===== src/rtl/logic_issue_ctrl.sv =====
// Operand-issue and writeback controller for the 8-bit logic datapath:
// a small register file, a command FSM (IDLE/READ/EXEC/RESP) and a valid/ready response port.
module logic_issue_ctrl #(
  parameter int WIDTH = 8,
  parameter int NREGS = 4,
  parameter int AW    = $clog2(NREGS)
) (
  input  logic             clk,
  input  logic             rst_n,
  input  logic             cmd_valid,
  output logic             cmd_ready,
  input  logic [1:0]       cmd_op,
  input  logic [AW-1:0]    cmd_rd,
  input  logic [AW-1:0]    cmd_ra,
  input  logic [AW-1:0]    cmd_rb,
  input  logic             ld_valid,
  input  logic [AW-1:0]    ld_addr,
  input  logic [WIDTH-1:0] ld_data,
  output logic             rsp_valid,
  input  logic             rsp_ready,
  output logic [WIDTH-1:0] rsp_data,
  output logic             rsp_zero,
  input  logic [AW-1:0]    dbg_addr,
  output logic [WIDTH-1:0] dbg_data,
  output logic [7:0]       op_count
);

  typedef enum logic [1:0] {IDLE, READ, EXEC, RESP} state_t;

  state_t           state_q;
  logic [1:0]       op_q;
  logic [AW-1:0]    rd_q, ra_q, rb_q;
  logic [WIDTH-1:0] a_q, b_q;
  logic [WIDTH-1:0] rsp_data_q;
  logic             rsp_zero_q;
  logic             rsp_valid_q;
  logic [7:0]       op_count_q;
  logic [WIDTH-1:0] regs_q [NREGS];
  logic [WIDTH-1:0] result_d;

  always_comb begin
    result_d = '0;
    case (op_q)
      2'd0:    result_d = a_q | b_q;
      2'd1:    result_d = a_q & b_q;
      2'd2:    result_d = a_q ^ b_q;
      default: result_d = a_q & ~b_q;
    endcase
  end

  always_ff @(posedge clk or negedge rst_n) begin
    if (!rst_n) begin
      state_q     <= IDLE;
      op_q        <= '0;
      rd_q        <= '0;
      ra_q        <= '0;
      rb_q        <= '0;
      a_q         <= '0;
      b_q         <= '0;
      rsp_data_q  <= '0;
      rsp_zero_q  <= 1'b0;
      rsp_valid_q <= 1'b0;
      op_count_q  <= '0;
    end else begin
      case (state_q)
        IDLE: begin
          if (cmd_valid) begin
            op_q    <= cmd_op;
            rd_q    <= cmd_rd;
            ra_q    <= cmd_ra;
            rb_q    <= cmd_rb;
            state_q <= READ;
          end
        end
        READ: begin
          // Sources see pre-edge contents, so a same-edge load is not visible here.
          a_q     <= regs_q[ra_q];
          b_q     <= regs_q[rb_q];
          state_q <= EXEC;
        end
        EXEC: begin
          rsp_data_q  <= result_d;
          rsp_zero_q  <= (result_d == '0);
          rsp_valid_q <= 1'b1;
          state_q     <= RESP;
        end
        RESP: begin
          if (rsp_ready) begin
            rsp_valid_q <= 1'b0;
            op_count_q  <= op_count_q + 8'd1;
            state_q     <= IDLE;
          end
        end
        default: state_q <= IDLE;
      endcase
    end
  end

  // Writeback takes priority over a direct load to the same entry.
  for (genvar gi = 0; gi < NREGS; gi++) begin : g_reg
    always_ff @(posedge clk or negedge rst_n) begin
      if (!rst_n) begin
        regs_q[gi] <= '0;
      end else if (state_q == EXEC && rd_q == AW'(gi)) begin
        regs_q[gi] <= result_d;
      end else if (ld_valid && ld_addr == AW'(gi)) begin
        regs_q[gi] <= ld_data;
      end
    end
  end

  assign cmd_ready = (state_q == IDLE);
  assign rsp_valid = rsp_valid_q;
  assign rsp_data  = rsp_data_q;
  assign rsp_zero  = rsp_zero_q;
  assign op_count  = op_count_q;
  assign dbg_data  = regs_q[dbg_addr];

endmodule

===== config.mk =====
export PLATFORM = sky130hd
export DESIGN_NAME = logic_issue_ctrl
export DESIGN_NICKNAME = d
export VERILOG_FILES = /design/src/rtl/logic_issue_ctrl.sv
export SDC_FILE = /design/constraint.sdc
export NUM_CORES = 1
export LEC_CHECK = 0
export ABC_AREA = 0
export BUFFER_PORTS_ARGS = -buffer_cell sky130_fd_sc_hd__buf_2
export CORE_MARGIN = 1.5
export CORE_UTILIZATION = 40
export DETAILED_ROUTE_END_ITERATION = 10
export GPL_TIMING_DRIVEN = 0
export SETUP_SLACK_MARGIN = 0.3
export SLEW_MARGIN = 20
export SYNTH_ARGS = -nofsm -noshare
export SYNTH_HDL_FRONTEND = slang
export SYNTH_SLANG_ARGS = --single-unit

===== constraint.sdc =====
create_clock -name clk -period 3.5 [get_ports clk]
set_input_delay 0.175 -clock clk [delete_from_list [all_inputs] [get_ports clk]]
set_output_delay 0.175 -clock clk [all_outputs]
set_load 0.01 [all_outputs]

==> metrics.md <==
| Metric | Value |
|---|---|
| Number of max-cap violations | `0` |
| Fmax | `525 MHz` |
| Post-CTS sizing | `0` |
| Iteration-0 DRC Markers | `141` |
| Post-synth top area cell | `dfrtp_1` |
| Hold_sp | `cmd_op[1]` |
| Register share of total power | `33.5%` |
| Syn Std Cell Area | `~0.0044 mm²` |
| Die H | `108 µm` |
| Post-synthesis sequential area ratio | `43.0%` |
| Top cells by area, synth | `dfrtp_1 43%, mux4_2 12%, mux2i_1 7.2%` |
| Clock share of power | `around 13%` |
| Total GRT Usage | `17.7%` |
| CTS Buffer Depth | `2` |
| Num rows | `38` |
| Tmin final | `1.90 ns` |
| Largest net degree at the start of global routing | `a little under 60` |
| Vias in the first global route | `3084` |
| Core footprint | `roughly 0.011 mm²` |
| Global-route wire length before repair | `15.7 mm` |
| Crit path largest cell delay | `0.45 ns` |
| Delay-heaviest family, CP | `buffers and inverters` |
| Yosys reg bits | `76` |
| Routed Antenna Nets | `0` |
| Worst Setup SP | `state_q[0]` |
| NetSw | `approximately 2.0 mW` |
| Commonest cells after routing, fill and taps aside | `76 x dfrtp_1, 53 x buf_2, 43 x nor2_1` |
| CP bufs+invs | `3` |
| Final Util | `a little under half` |
| Worst reg-to-reg setup slack | `1.60 ns` |
| Area growth syn-to-layout | `14.4%` |
| Initial antenna violation count | `0` |
| Synth unique cells | `36` |
| TritonCTS clock tree | `built` |
| HP Class | `input pin to register` |
| R2r endpoint | `regs_q[24]` |
| CP max-delay cell | `nor3_2` |
| Reg-to-reg startpoint | `state_q[0]` |
| Clk_skew | `0.0113 ns` |
| DPL Wire Length | `7.43 mm` |
| Data required, critical path | `3.77 ns` |
| Synthesized area per cell | `11.4 µm²` |
| H-tree depth | `3` |
| Worst setup EP type | `register` |
| Synthesized net count | `428` |
| Wire per inst | `15.7 µm` |
| Int Pwr | `2.98 mW` |
| RSZ-0062 raised after global routing | `false` |
| Gr ovfl total | `0` |
| # diodes | `0` |
| Via count | `3077` |
| Mapped Cells | `389` |
| Cts bufs inserted | `9` |
| Clk slew on worst S/H paths | `0.07 ns` |
| Switching share of total power | `40.7%` |
| Die ar. | `between 0.01 and 0.015 mm²` |
| Yosys top cell area share | `a little over two fifths` |
| # port buffers | `just under 50` |
| Routed Wire Length | `9.37 mm` |
| Remaining DRCs | `0` |
| Pwr Density | `992 mW/mm²` |
| Status | `finished, final reports clean` |
| Fraction of layout cells with a size suffix above 1 | `26.8%` |
| Final Setup Violations | `0` |
| Clock latency on the worst-skew pair | `0.35 ns` |
| R2r worst-path depth | `7` |
| Worst VDD drop | `~0.0004 V` |
| Sink Count | `76` |
| CP arrival | `2.17 ns` |
| Leakage | `2.28 nW` |
| Mean number of vias per cell | `5.16` |
| Crit path kind | `register to register` |
| Slew Limit Fails | `0` |
| Combinational Power Share | `between 50 and 60%` |
| Synth warnings | `0` |
| Tightest Pin Transition | `0.618 ns` |
| Hold worst-path end | `op_q[1]` |
| Element type at the critical path start | `register` |
| Period utilization | `54.4%` |
| Fin Setup TNS | `0 ns` |
| Slew HR | `58.8%` |
| Root Driver | `clkbuf_8` |
| Most common cell after layout, fill and taps aside | `dfrtp_1` |
| DR pass1 iterations | `4` |
| Final hold vios | `0` |
| GPL Wtd Cong | `roughly 0.77` |
| Max Fanout on Critical Path | `10` |
| Initial Util | `41.0%` |
| I/O pin count | `between 50 and 60` |
| Die width | `around 110 µm` |
| Hold Crit Depth | `2` |
| Crit-path cells | `inv_1 -> ha_1 -> inv_2 -> nor3_2 -> buf_2 -> nand2_1 -> o21ai_1` |
| Final #Nets | `490` |
routing by layer:
layer / GRT usage [%] / part of all wire [%]
met4: 5.73 / 1.2
met5: 0 / 0
met1: 23.3 / 45
met2: 29.5 / 51
met3: 3.25 / 3.4
stage by stage:
step	std cells	hold WS [ns]	total power, mW	setup slack [ns]	instance area, µm²
2_1_floorplan	389	-0.121	3.73	1.94	4420
3_3_place_gp	578	0.408	4.31	1.65	4840
3_5_place_dp	579	0.0742	4.43	1.59	4870
4_1_cts	596	0.0465	5.08	1.56	5060
5_1_grt	596	0.0491	5.44	1.39	5060
6_report	596	0.0593	5.02	1.60	5060
how the worst max path moves through the flow:
stage | depth (start not counted) | endpoint | slack, ns
floorplan | 7 | regs_q[30] | 1.94
global placement | 7 | regs_q[30] | 1.65
detailed placement | 7 | regs_q[24] | 1.59
CTS | 7 | regs_q[24] | 1.56
global route | 7 | regs_q[30] | 1.39
finish | 7 | regs_q[24] | 1.60
final cells by class:
type                            count  area (µm²)
Sequential cell                    76        1900
Clock buffer                       14         143
Timing Repair Buffer               51         285
Clock inverter                      2        35.0
Tap cell                          140         175
Inverter                           23        86.3
Fill cell                        1015        5730
Multi-Input combinational cell    269        2330
Buffer                             21         105
worst reg2reg max path, delay by kind of cell, from the launching register on:
family / cells / cell delay [ns]
buffers and inverters: 3 / 0.55
AO/OA/AOI/OAI: 1 / 0.09
AND/OR/NAND/NOR: 2 / 0.54
flip-flops: 1 / 0.40
adder cells (fa/ha/maj): 1 / 0.26
cells by family after synthesis:
family | synth area share, %
XOR/XNOR | 3.31
multiplexers | 22.8
AO/OA/AOI/OAI | 10.8
flip-flops | 43.0
adder cells (fa/ha/maj) | 3.96
buffers and inverters | 4.33
AND/OR/NAND/NOR | 11.8
registers in the layout (all words and copies together), names as in the netlist, 8 cells and up:
| register | flops |
|---|---|
| b_q | 8 |
| rsp_data | 8 |
| op_count | 8 |
| regs_q | 32 |
| a_q | 8 |
power by group through the flow:
stage / clock network (mW) / logic [mW] / registers (mW)
2_1_floorplan: 0 / 2.11 / 1.62
3_3_place_gp: 0 / 2.66 / 1.65
3_5_place_dp: 0 / 2.75 / 1.69
4_1_cts: 0.648 / 2.76 / 1.67
5_1_grt: 0.680 / 3.01 / 1.74
6_report: 0.625 / 2.71 / 1.68
synthesized netlist by cell type (all sizes together):
library cell / count
nor3b: 1
o22ai: 2
nor4: 1
xnor2: 14
dfrtp: 76
nor2b: 14
ha: 14
clkbuf: 11
nand4: 2
nor3: 3
o32ai: 8
inv: 23
and2b: 2
nand3b: 4
a21oi: 25
nand3: 3
mux2: 13
nand2: 37
xor2: 1
buf: 10
mux4: 24
nor2: 43
or4: 1
a32o: 1
mux2i: 32
o21ai: 24
what timing repair did:
action / in CTS / in global routing
endpoints found under the setup margin: 0 / 0
buffers inserted: 0 / 0
hold endpoints to repair: 19 / 0
hold buffers: 1 / 0
No activity file was read; power rests on OpenSTA's default activity.
